## config.mk

```make
export PLATFORM = sky130hd
export DESIGN_NAME = multdiv_flat
export DESIGN_NICKNAME = d
export VERILOG_FILES = /design/src/rtl/multdiv_if.sv /design/src/rtl/multdiv.sv /design/src/flat_wrapper.sv
export SDC_FILE = /design/constraint.sdc
export NUM_CORES = 1
export LEC_CHECK = 0
export BUFFER_PORTS_ARGS = -buffer_cell sky130_fd_sc_hd__buf_4
export CAP_MARGIN = 20
export CORE_MARGIN = 3
export CORE_UTILIZATION = 33
export CTS_BUF_LIST = sky130_fd_sc_hd__clkbuf_8
export CTS_CLUSTER_SIZE = 16
export DETAILED_ROUTE_END_ITERATION = 8
export PLACE_DENSITY = 0.48
export SYNTH_ARGS = -nofsm -noshare
export SYNTH_HDL_FRONTEND = slang
export SYNTH_SLANG_ARGS = --single-unit
```

## constraint.sdc

```tcl
create_clock -name clock -period 10 [get_ports clock]
set_input_delay 1 -clock clock [delete_from_list [all_inputs] [get_ports clock]]
set_output_delay 1 -clock clock [all_outputs]
set_load 0.1 [all_outputs]
```

## src/rtl/multdiv_if.sv

```systemverilog
// multdiv_if: operand/control/result bundle for the iterative multiply/divide unit.
//   data_operandA/B : signed 32-bit operands (master -> slave)
//   ctrl_MULT/DIV   : single-cycle start pulses (master -> slave)
//   data_result     : product low word or quotient (slave -> master)
//   data_exception  : overflow / divide-by-zero flag, valid with data_result
//   data_resultRDY  : one-cycle result-valid strobe
//   busy            : operation in progress (stall source)
interface multdiv_if;
    logic [31:0] data_operandA;
    logic [31:0] data_operandB;
    logic        ctrl_MULT;
    logic        ctrl_DIV;
    logic [31:0] data_result;
    logic        data_exception;
    logic        data_resultRDY;
    logic        busy;

    modport master (
        output data_operandA, data_operandB, ctrl_MULT, ctrl_DIV,
        input  data_result, data_exception, data_resultRDY, busy
    );

    modport slave (
        input  data_operandA, data_operandB, ctrl_MULT, ctrl_DIV,
        output data_result, data_exception, data_resultRDY, busy
    );
endinterface

```

## src/rtl/multdiv.sv

```systemverilog
// multdiv: iterative signed 32x32 multiply (low word) and 32/32 divide (quotient).
// One bit per cycle, fixed latency: start at edge k -> result strobe in the
// cycle after edge k+33. A new start at any time restarts the unit.
//   clock : rising-edge clock
//   reset : synchronous active-high reset
//   bus   : multdiv_if.slave (operands, start pulses, registered results)
module multdiv (
    input  logic      clock,
    input  logic      reset,
    multdiv_if.slave  bus
);
    typedef enum logic [1:0] {IDLE, MULT, DIV, DONE} state_t;

    state_t      state;
    logic [5:0]  count;
    logic [63:0] acc;       // MULT: running product; DIV: {remainder, quotient}
    logic [31:0] mag;       // |multiplicand| or |divisor|
    logic        neg;       // result sign
    logic        dzero;     // divisor was zero
    logic        dovf;      // 0x80000000 / -1
    logic [31:0] result_q;
    logic        exc_q;
    logic        rdy_q;
    logic        busy_q;

    logic [31:0] abs_a, abs_b;
    logic [32:0] mul_sum;
    logic [32:0] div_shift, div_diff;
    logic        div_ge;
    logic [63:0] mul_next, div_next;
    logic [63:0] prod_s;
    logic [31:0] quo_s;
    logic        mul_exc;
    logic        start;

    always_comb begin
        start   = bus.ctrl_MULT | bus.ctrl_DIV;
        abs_a   = bus.data_operandA[31] ? (32'd0 - bus.data_operandA) : bus.data_operandA;
        abs_b   = bus.data_operandB[31] ? (32'd0 - bus.data_operandB) : bus.data_operandB;

        // Shift-add: add multiplicand to the high half when the current
        // multiplier bit (acc[0]) is set, then shift the whole thing right.
        mul_sum  = {1'b0, acc[63:32]} + (acc[0] ? {1'b0, mag} : 33'd0);
        mul_next = {mul_sum, acc[31:1]};

        // Restoring division: remainder stays below the divisor (<= 2^31),
        // so the 33-bit difference sign bit is a valid compare result.
        div_shift = {acc[63:32], acc[31]};
        div_diff  = div_shift - {1'b0, mag};
        div_ge    = ~div_diff[32];
        div_next  = {(div_ge ? div_diff[31:0] : div_shift[31:0]), acc[30:0], div_ge};

        prod_s  = neg ? (64'd0 - acc) : acc;
        quo_s   = neg ? (32'd0 - acc[31:0]) : acc[31:0];
        // Product fits in signed 32 bits only if bits 63..31 are all equal.
        mul_exc = ~((&prod_s[63:31]) | ~(|prod_s[63:31]));
    end

    always_ff @(posedge clock) begin
        if (reset) begin
            state    <= IDLE;
            count    <= '0;
            acc      <= '0;
            mag      <= '0;
            neg      <= 1'b0;
            dzero    <= 1'b0;
            dovf     <= 1'b0;
            result_q <= '0;
            exc_q    <= 1'b0;
            rdy_q    <= 1'b0;
            busy_q   <= 1'b0;
        end else if (start) begin
            // Restart from any state; MULT wins when both pulses arrive together.
            count  <= '0;
            neg    <= bus.data_operandA[31] ^ bus.data_operandB[31];
            dzero  <= (bus.data_operandB == '0);
            dovf   <= (bus.data_operandA == 32'h8000_0000) && (bus.data_operandB == '1);
            rdy_q  <= 1'b0;
            busy_q <= 1'b1;
            if (bus.ctrl_MULT) begin
                state <= MULT;
                acc   <= {32'd0, abs_b};
                mag   <= abs_a;
            end else begin
                state <= DIV;
                acc   <= {32'd0, abs_a};
                mag   <= abs_b;
            end
        end else begin
            case (state)
                MULT, DIV: begin
                    if (count != 6'd32) begin
                        count <= count + 6'd1;
                        acc   <= (state == MULT) ? mul_next : div_next;
                    end else begin
                        state  <= DONE;
                        busy_q <= 1'b0;
                        rdy_q  <= 1'b1;
                        if (state == MULT) begin
                            result_q <= prod_s[31:0];
                            exc_q    <= mul_exc;
                        end else if (dzero) begin
                            result_q <= '0;
                            exc_q    <= 1'b1;
                        end else begin
                            result_q <= quo_s;
                            exc_q    <= dovf;
                        end
                    end
                end
                DONE: begin
                    state <= IDLE;
                    rdy_q <= 1'b0;
                end
                default: begin
                    state  <= IDLE;
                    rdy_q  <= 1'b0;
                    busy_q <= 1'b0;
                end
            endcase
        end
    end

    assign bus.data_result    = result_q;
    assign bus.data_exception = exc_q;
    assign bus.data_resultRDY = rdy_q;
    assign bus.busy           = busy_q;
endmodule

```

## src/flat_wrapper.sv

```systemverilog
// flat-port wrapper written by rule: the top's interface ports become plain ports
module multdiv_flat 
  (clock, reset, bus_data_operandA, bus_data_operandB, bus_ctrl_MULT, bus_ctrl_DIV, bus_data_result, bus_data_exception, bus_data_resultRDY, bus_busy);
  multdiv_if bus_i ();
  input  logic clock;
  input  logic reset;
  input wire logic [$bits(bus_i.data_operandA)-1:0] bus_data_operandA;
  input wire logic [$bits(bus_i.data_operandB)-1:0] bus_data_operandB;
  input wire logic [$bits(bus_i.ctrl_MULT)-1:0] bus_ctrl_MULT;
  input wire logic [$bits(bus_i.ctrl_DIV)-1:0] bus_ctrl_DIV;
  output wire logic [$bits(bus_i.data_result)-1:0] bus_data_result;
  output wire logic [$bits(bus_i.data_exception)-1:0] bus_data_exception;
  output wire logic [$bits(bus_i.data_resultRDY)-1:0] bus_data_resultRDY;
  output wire logic [$bits(bus_i.busy)-1:0] bus_busy;
  assign bus_i.data_operandA = bus_data_operandA;
  assign bus_i.data_operandB = bus_data_operandB;
  assign bus_i.ctrl_MULT = bus_ctrl_MULT;
  assign bus_i.ctrl_DIV = bus_ctrl_DIV;
  assign bus_data_result = bus_i.data_result;
  assign bus_data_exception = bus_i.data_exception;
  assign bus_data_resultRDY = bus_i.data_resultRDY;
  assign bus_busy = bus_i.busy;
  multdiv u_core (.clock(clock), .reset(reset), .bus(bus_i));
endmodule
```

Word-level counts from Yosys, hierarchy flattened
Index checks and enable logic that the tools add are counted.
{"block": "totals", "inputBits": 68, "out_inout_bits": 35, "elab_cells": 71, "reg_bits": 142}
{"block": "classes", "n_addsub": 7, "eq_ne": 8, "n_bitwise": 9, "n_mux": 23, "reduce_logical": 13}
{"operator": "$mux 64", "count": 5}
{"operator": "$mux 32", "count": 9}
{"operator": "$sub 1x32->32 const A", "count": 3}
{"operator": "$eq 32x32->1 const B", "count": 2}
{"operator": "$sub 1x64->64 const A", "count": 1}
{"operator": "$add 32x33->33", "count": 1}
{"operator": "$reduce_and 33->1", "count": 1}
{"operator": "$reduce_or 33->1", "count": 1}
{"operator": "$sub 33x32->33", "count": 1}
{"operator": "$logic_not 32->1", "count": 1}
{"operator": "$mux 2", "count": 4}
{"operator": "$add 6x1->6 const B", "count": 1}
{"operator": "$ne 6x6->1 const B", "count": 1}
{"operator": "$not 1->1", "count": 6}
{"operator": "$reduce_and 2->1", "count": 3}
{"operator": "$eq 2x2->1 const B", "count": 2}
{"operator": "$mux 1", "count": 4}
{"operator": "$reduce_bool 2->1", "count": 2}
{"operator": "$reduce_or 2->1", "count": 2}
{"operator": "$ne 3x2->1 const B", "count": 1}
{"operator": "$reduce_and 3->1", "count": 1}
{"operator": "$reduce_or 3->1", "count": 1}
{"operator": "$eq 2x1->1 const B", "count": 1}
{"operator": "$ne 2x1->1 const B", "count": 1}
{"operator": "4 further kinds", "count": 5}

Depth between registers and ports, before layout
Gate-level depths: netlist (run 1).
{"block": "depth", "word_depth": 7, "mapped_depth": 15, "depth_no_buf": 14}

Worst setup path before layout (run 1)
Ideal clock, no wire load.
{"block": "synth_path", "kind": "input to register", "from": "input bus_data_operandA[6]", "to": "register u_core.acc[29]", "cell_stages": 9, "arrival_time_ns": 3.565, "path_buffers": 0, "setup_time_ns": 0.137, "required_ns": 9.863, "path_slack_ns": 6.298, "cell_sequence": "or4_1 -> or3_1 -> or2_1 -> or3_1 -> or3b_1 -> o31ai_1 -> xnor2_1 -> a211oi_1 -> a211oi_1"}
{"block": "synth_via", "elab_chain_cells": 4}
{"item": "start: declaration", "line_no": "flat_wrapper.sv:7", "rtl": "input wire logic [$bits(bus_i.data_operandA)-1:0] bus_data_operandA;"}
{"item": "$sub 1x32->32", "line_no": "multdiv.sv:38", "rtl": "abs_a = bus.data_operandA[31] ? (32'd0 - bus.data_operandA) : bus.data_operandA;"}
{"item": "$mux 32", "line_no": "multdiv.sv:38"}
{"item": "$mux 32", "line_no": "multdiv.sv:80", "rtl": "if (bus.ctrl_MULT) begin"}
{"item": "$mux 64", "line_no": "multdiv.sv:72", "rtl": "end else if (start) begin"}
{"item": "end signal: assignment", "line_no": "multdiv.sv:82", "rtl": "acc <= {32'd0, abs_b};"}
{"item": "end signal: assignment", "line_no": "multdiv.sv:86", "rtl": "acc <= {32'd0, abs_a};"}
{"item": "end signal: assignment", "line_no": "multdiv.sv:94", "rtl": "acc <= (state == MULT) ? mul_next : div_next;"}
{"item": "end: declaration", "line_no": "multdiv.sv:16", "rtl": "logic [63:0] acc;"}
No other way between the ends.
A chain may end at the register's enable or synchronous reset.

Worst setup path after layout (run 1)
{"block": "layout_path", "from": "register u_core.acc[0]", "to": "register u_core.exc_q, in the netlist u_core.bus.data_exception"}
{"block": "layout_via", "elab_chain_cells": 7, "elab_cells_between_ends": 8, "cone_classes": "add/sub (1); mux (2); bitwise (3); reduce/logical (2)"}
{"item": "$sub 1x64->64 *", "line_no": "multdiv.sv:53", "rtl": "prod_s = neg ? (64'd0 - acc) : acc;"}
{"item": "$mux 64 *", "line_no": "multdiv.sv:53"}
{"item": "$reduce_or 33->1", "line_no": "multdiv.sv:56", "rtl": "mul_exc = ~((&prod_s[63:31]) | ~(|prod_s[63:31]));"}
{"item": "$not 1->1", "line_no": "multdiv.sv:56"}
{"item": "$or 1x1->1 *", "line_no": "multdiv.sv:56"}
{"item": "$not 1->1 *", "line_no": "multdiv.sv:56"}
{"item": "$mux 1 *", "line_no": "multdiv.sv:99", "rtl": "if (state == MULT) begin"}
{"item": "end signal: assignment", "line_no": "multdiv.sv:101", "rtl": "exc_q <= mul_exc;"}
{"item": "end signal: assignment", "line_no": "multdiv.sv:107", "rtl": "exc_q <= dovf;"}
{"item": "end: declaration", "line_no": "multdiv.sv:22", "rtl": "logic exc_q;"}
Mark *: on every way between the ends. The rest lies on a longest branch, timed or not.

==> run summary, run 1 <==
CTS tree: yes
CTS max path bufs: 2
Area share of the largest cell type after synthesis: 21.35%
DR vias/cell: 5.806
Worst Tran Pin Value: 1.008 ns
Combinational Power Share: 29.7%
Worst-case reg-to-reg path depth: 13
Crit-path slowest cell: nor3_2
Total of max-cap violations: 0
Period utilisation layout: 47.79%
Clk_lat worst skew: 0.50 ns
I/O Buffers: 102
WHS Endpoint: u_core.dovf
Leakage power: 5.685 nW
Outcome: finished, final reports clean
# DRC: 0
CTS Hold Buffers Added: 0
Post-synth top area cell: dfxtp_1
Setup TNS Final: 0 ns
Fillcell total: 4243
H-Tree Depth: 4
Post-CTS sizing: 0
Synth-to-Final Area Change: 11.57%
Top_reg_cell synth: dfxtp_1
Post-Syn Nets: 1972
CTS clock-pin slew for the worst setup and hold paths: 0.10 ns
Post-synthesis sequential area ratio: 21.35%
RePlAce Congestion: 0.9258
Routed length per instance: 21.60 microns
Yosys warns: 0
Most common cell in the netlist: nor2_1
Fraction of registers with async set/reset: 0%
Endpoints failing setup: 0
Largest net degree at the start of global routing: 83
Critical Path RT: 10.34 ns
Top-Level Pins: 103
Final hold violations: 0
Grt ovf: 0
F_max: 0.2093 GHz
Seq pwr share: 38.3%
Crit-path cells: inv_1 > buf_4 > ha_1 > or3b_1 > nand4b_1 > nor3_2 > nand2_1 > o31ai_1 > xor2_1 > nor4_1 > nand4_1 > nor4_1 > a221oi_2
Vias: 13800
Hold path start: u_core.dovf
Critical Path AT: 5.12 ns
Average size of a mapped cell: 7.276 sq um
Clk root buf: clkbuf_8
N_diodes: 0
Final net count: 1987
Die span in y: 206.9 microns
CP max stage delay: 0.74 ns
Row count: 72
Clock share of power: 32.0%
Die area: 42800 sq um
DR pass1 iterations: 5
Die width: 206.9 microns
Core ar.: 39280 sq um
R2R Setup Slk: 5.22 ns
Internal power: 1.023 mW
Synth cell count leaders: nor2_1, nand2_1, dfxtp_1, a21oi_1, clkbuf_1
Total track usage: 24.02%
Detail Placement HPWL: 38770 microns
Distinct cells, synth: 79
Routed Antenna Nets: 0
Tmin final: 4.779 ns
Mapped Cells: 1830
Global-route wire length before repair: 79100 microns
CP Capture Type: flip-flop
CTS buffer count: 17
CP bufs+invs: 2
Total wire length: 51330 microns
Max VDD drop: 0.00007141 V
Initial DRC count: 1288
Switching Power: 0.6423 mW
Top Family by Delay on Critical Path: simple AND/OR/NAND/NOR gates
Crit-path most repeated cell: nor4_1
Clock Sinks: 142
Sw frac: 38.57%
FF-to-FF End: u_core.bus.data_exception
Netlist Area Pre-Place: 13320 sq um
Worst Path Max Fanout: 32
Layout cell share with drive strength beyond 1: 10.39%
Hold WS: 0.4438 ns
RSZ-0062 raised after global routing: false
Post-synthesis sequential element count: 142
Initial antenna violation count: 0
Hold path cells: 2
Vias in the first global route: 12930
R2R Path Start: u_core.acc[0]
Largest cells by area after synthesis: dfxtp_1, nor2_1, ha_1
Final Max Slew Viols: 0
Post-synth EDFFs: 0
Power Density: 112.1 nW/um^2
Crit path kind: reg -> reg
Hold WC Path Type: reg -> reg
Clock skew: 0.02345 ns
Initial core utilization: 33.90%
Crit start category: flip-flop
Slew Limit Headroom: 32.21%
Post-CTS Setup Bufs: 0
registers in the layout (all words and copies together) (netlist names), 2 cells and up:
signal,flops
u_core.acc,64
u_core.bus.data_result,32
u_core.mag,32
u_core.count,6
u_core.state,2
metal layers:
| metal | track usage [%] | part of all wire (%) | vias to the layer above | wire length, microns |
|---|---|---|---|---|
| li1 | - | - | 6726 | - |
| met1 | 36.34 | 49 | 6502 | 24910 |
| met2 | 35.86 | 43 | 511 | 21950 |
| met3 | 3.183 | 6.7 | 56 | 3451 |
| met4 | 5.972 | 2.0 | 0 | 1019 |
| met5 | 0 | 0 | - | 0 |
final cells by class:
class | count | area (sq um) | area share, %
timing repair buffer | 127 | 957.2 | 6.443
tap | 518 | 648.1 | 4.363
clock inverter | 13 | 165.2 | 1.112
sequential | 142 | 2844 | 19.14
clock buffer | 19 | 261.5 | 1.760
multi-input combinational | 1485 | 9709 | 65.36
inverter | 72 | 270.3 | 1.819
metrics by stage:
stage	setup slack [ns]	area [sq um]	utilization, %	std cells	total power [mW]
final	5.221	14860	37.82	2376	1.665
after global routing	4.995	14860	37.82	2376	1.748
after CTS	5.230	14860	37.82	2376	1.667
after detailed placement	5.264	14430	36.74	2344	1.137
after global placement	5.116	14420	36.71	2343	1.138
after floorplan	6.298	13320	-	1830	0.9715
logic make-up after synthesis:
group	synth area share, %
DFF	21.35
AOI/OAI and AO/OA	28.62
and+or+nand+nor	22.87
buffers and inverters	5.976
adders and majority gates	7.066
muxes	3.195
xor gates and xnor gates	10.92
worst max path at each step:
stage                               startpoint                         to  slack [ns]  cells after the start
final                            u_core.acc[0]  u_core.bus.data_exception        5.22                     13
after global routing             u_core.acc[0]  u_core.bus.data_exception        5.00                     13
after CTS                        u_core.acc[0]  u_core.bus.data_exception        5.23                     13
after detailed placement         u_core.acc[0]  u_core.bus.data_exception        5.26                     13
after global placement           u_core.acc[0]  u_core.bus.data_exception        5.12                     13
after floorplan           bus_data_operandA[6]             u_core.acc[29]        6.30                      9
worst reg2reg max path, delay by kind of cell (launching register included):
kind            cells  cell delay, ns
simple gates        7            2.78
compound gates      2            0.51
buf+inv             2            0.48
flops               1            0.45
fa+ha+maj           1            0.24
xor+xnor            1            0.16
cell usage in the layout (no fill, tap or decap), types with 22 or more instances in the layout:
cell / Yosys / routed
o21ai_0: 105 / 105
a21oi_1: 131 / 130
a21o_1: 22 / 22
nand2b_1: 28 / 28
xor2_1: 65 / 65
or3_1: 22 / 22
buf_4: 0 / 126
nor4_1: 23 / 23
mux2i_1: 38 / 38
o31ai_1: 33 / 33
nand2_1: 147 / 147
xnor2_1: 101 / 100
nand4_1: 27 / 27
a211oi_1: 70 / 70
nand3_1: 31 / 31
nor3_1: 36 / 35
ha_1: 72 / 71
a22oi_1: 35 / 35
dfxtp_1: 142 / 141
nor2_1: 241 / 240
inv_1: 69 / 69
power groups by stage:
stage	Clock, mW	Combinational [mW]	Sequential, mW
global placement	0	0.490	0.649
finish	0.533	0.495	0.638
detailed placement	0	0.488	0.649
CTS	0.541	0.490	0.636
global route	0.563	0.543	0.641
floorplan	0	0.346	0.625
Power figures use the tool's default switching activity.
==> inputs of run 2 (changes only) <==
--- a/config.mk
+++ b/config.mk
@@ -12,7 +12,7 @@
 export CTS_BUF_LIST = sky130_fd_sc_hd__clkbuf_8
 export CTS_CLUSTER_SIZE = 16
 export DETAILED_ROUTE_END_ITERATION = 8
-export PLACE_DENSITY = 0.48
+export PLACE_DENSITY = 0.5
 export SYNTH_ARGS = -nofsm -noshare
 export SYNTH_HDL_FRONTEND = slang
 export SYNTH_SLANG_ARGS = --single-unit
==> constraint.sdc (replaced) <==
create_clock -name clock -period 3.9 [get_ports clock]
set_input_delay 0.39 -clock clock [delete_from_list [all_inputs] [get_ports clock]]
set_output_delay 0.39 -clock clock [all_outputs]
set_load 0.1 [all_outputs]
==> run summary, run 2 (synthesis results as in run 1) <==
Outcome: finished, final reports clean
Seq pwr share: 36.9% (-1.4 points)
Initial antenna violation count: 0 (unchanged)
Post-CTS sizing: 0 (unchanged)
Max VDD drop: 0.0003196 V (+350%)
I/O Buffers: 102 (unchanged)
Clock skew: 0.02928 ns (+0.005825 ns)
Total wire length: 52350 microns (+2.0%)
Power Density: 282.0 nW/um^2 (+150%)
CTS clock-pin slew for the worst setup and hold paths: 0.09 ns (about the same)
Row count: 72 (unchanged)
Combinational Power Share: 31.6% (+1.9 points)
R2R Setup Slk: 0.18 ns (-5.04 ns)
Switching Power: 1.615 mW (+150%)
Non-Filler Instances: 2441 (+2.7%)
Synth-to-Final Area Change: 15.31%
FF-to-FF End: u_core.bus.data_exception
Die width: 206.9 microns (unchanged)
Worst Tran Pin Value: 1.166 ns (+0.1585 ns)
Clock Sinks: 142 (unchanged)
Period utilisation layout: 95.34% (+48 points)
Clk root buf: clkbuf_8
DR pass1 iterations: 5 (unchanged)
CTS max path bufs: 2 (unchanged)
Setup TNS Final: 0 ns (unchanged)
Routed Antenna Nets: 0 (unchanged)
Largest net degree at the start of global routing: 100 (+20%)
Sw frac: 37.29% (-1.3 points)
Final hold violations: 0 (unchanged)
Layout cell share with drive strength beyond 1: 13.37% (+3.0 points)
Vias: 14100 (+2.2%)
Critical Path AT: 4.05 ns (-1.07 ns)
Hold path cells: 2 (unchanged)
Endpoints failing setup: 0 (unchanged)
Global-route wire length before repair: 78720 microns (-0.48%)
Die area: 42800 sq um (unchanged)
CTS tree: yes
Routed length per instance: 21.45 microns (-0.73%)
Detail Placement HPWL: 40610 microns (+4.7%)
F_max: 0.2689 GHz (+29%)
Critical Path RT: 4.23 ns (-6.11 ns)
Top-Level Pins: 103 (unchanged)
Grt ovf: 0 (unchanged)
WHS Endpoint: u_core.acc[23]
Vias in the first global route: 12900 (-0.28%)
Slew Limit Headroom: 21.55% (-11 points)
Final net count: 2052 (+3.3%)
Biggest register: u_core.acc
Clk_lat worst skew: 0.50 ns (about the same)
Worst-case reg-to-reg path depth: 10 (-3)
Max reg flops: 64 (unchanged)
Core ar.: 39280 sq um (unchanged)
Tmin final: 3.718 ns (-1.061 ns)
# DRC: 0 (unchanged)
Total track usage: 24.19% (+0.16 points)
Post-CTS Setup Bufs: 0 (unchanged)
Initial DRC count: 1306 (+1.4%)
R2R Path Start: u_core.acc[24]
Leakage power: 6.020 nW (+5.9%)
CP Capture Type: flip-flop
CTS Hold Buffers Added: 0 (unchanged)
Final Max Slew Viols: 0 (unchanged)
Crit path kind: reg -> reg
Fillcell total: 4211 (-0.75%)
Most frequent cells in the layout: nor2_1, buf_4, nand2_1
CTS buffer count: 17 (unchanged)
Die span in y: 206.9 microns (unchanged)
H-Tree Depth: 4 (unchanged)
Clock share of power: 31.5% (-0.5 points)
Total of max-cap violations: 0 (unchanged)
Hold WC Path Type: in -> reg
Overall Power: 4.330 mW (+160%)
RSZ-0062 raised after global routing: false
DR vias/cell: 5.775 (-0.53%)
Hold path start: bus_ctrl_MULT
Initial core utilization: 33.90% (unchanged)
Internal power: 2.715 mW (+170%)
Hold WS: 0.2235 ns (-0.2203 ns)
Placed cells: 2409 (+2.8%)
RePlAce Congestion: 0.9283 (+0.27%)
Crit start category: flip-flop
Worst Path Max Fanout: 5 (-84%)
Most common cell after layout, fill and taps aside: nor2_1
run 2: cell type report:
cell class	count	area, sq um	share of cell area (%)
Antenna cell	1	2.502	0.01630
Clock buffer	19	261.5	1.703
Clock inverter	12	170.2	1.108
Inverter	72	270.3	1.760
Multi-Input combinational cell	1485	9703	63.20
Sequential cell	142	2844	18.52
Tap cell	518	648.1	4.221
Timing Repair Buffer	192	1454	9.469
run 2: routing by layer:
layer / wire length, microns / track usage [%]
met4: 839 / 5.538
met2: 22110 / 35.89
met3: 3549 / 3.152
met5: 0 / 0
met1: 25850 / 36.97
run 2: per-stage QoR:
step | setup WS (ns) | utilization [%] | cell area (sq um)
after global routing | 0.03985 | 39.08 | 15350
final | 0.1816 | 39.09 | 15350
after detailed placement | 0.3664 | 37.98 | 14920
after global placement | 0.3088 | 37.98 | 14920
after CTS | 0.3663 | 39.08 | 15350
after floorplan | 0.3274 | - | 13320
run 2: how the worst max path moves through the flow:
stage | start | endpoint | slack [ns] | depth (start not counted)
after floorplan | u_core.acc[0] | u_core.bus.data_exception | 0.33 | 15
after global placement | u_core.acc[24] | u_core.bus.data_exception | 0.31 | 10
after detailed placement | bus_data_operandA[11] | u_core.acc[29] | 0.37 | 10
after CTS | u_core.acc[24] | u_core.bus.data_exception | 0.37 | 10
after global routing | u_core.acc[7] | u_core.bus.data_exception | 0.04 | 10
final | u_core.acc[24] | u_core.bus.data_exception | 0.18 | 10
run 2: critical path, cell delays in order, from the launching register on:
cell and delay (ns):
dfxtp_1 0.33, nor4_1 0.98, nand2_1 0.25, or2_2 0.43, nor4b_4 0.38, xnor2_1 0.16
a32oi_1 0.12, nor4_1 0.29, nand4_1 0.13, nor4_1 0.36, a221oi_2 0.12
run 2: power by group through the flow:
stage | Clock, mW | Sequential [mW] | Combinational (mW)
after floorplan | 0 | 1.60 | 0.888
after global placement | 0 | 1.63 | 1.35
after detailed placement | 0 | 1.63 | 1.34
after CTS | 1.40 | 1.59 | 1.35
after global routing | 1.45 | 1.61 | 1.49
final | 1.36 | 1.60 | 1.37
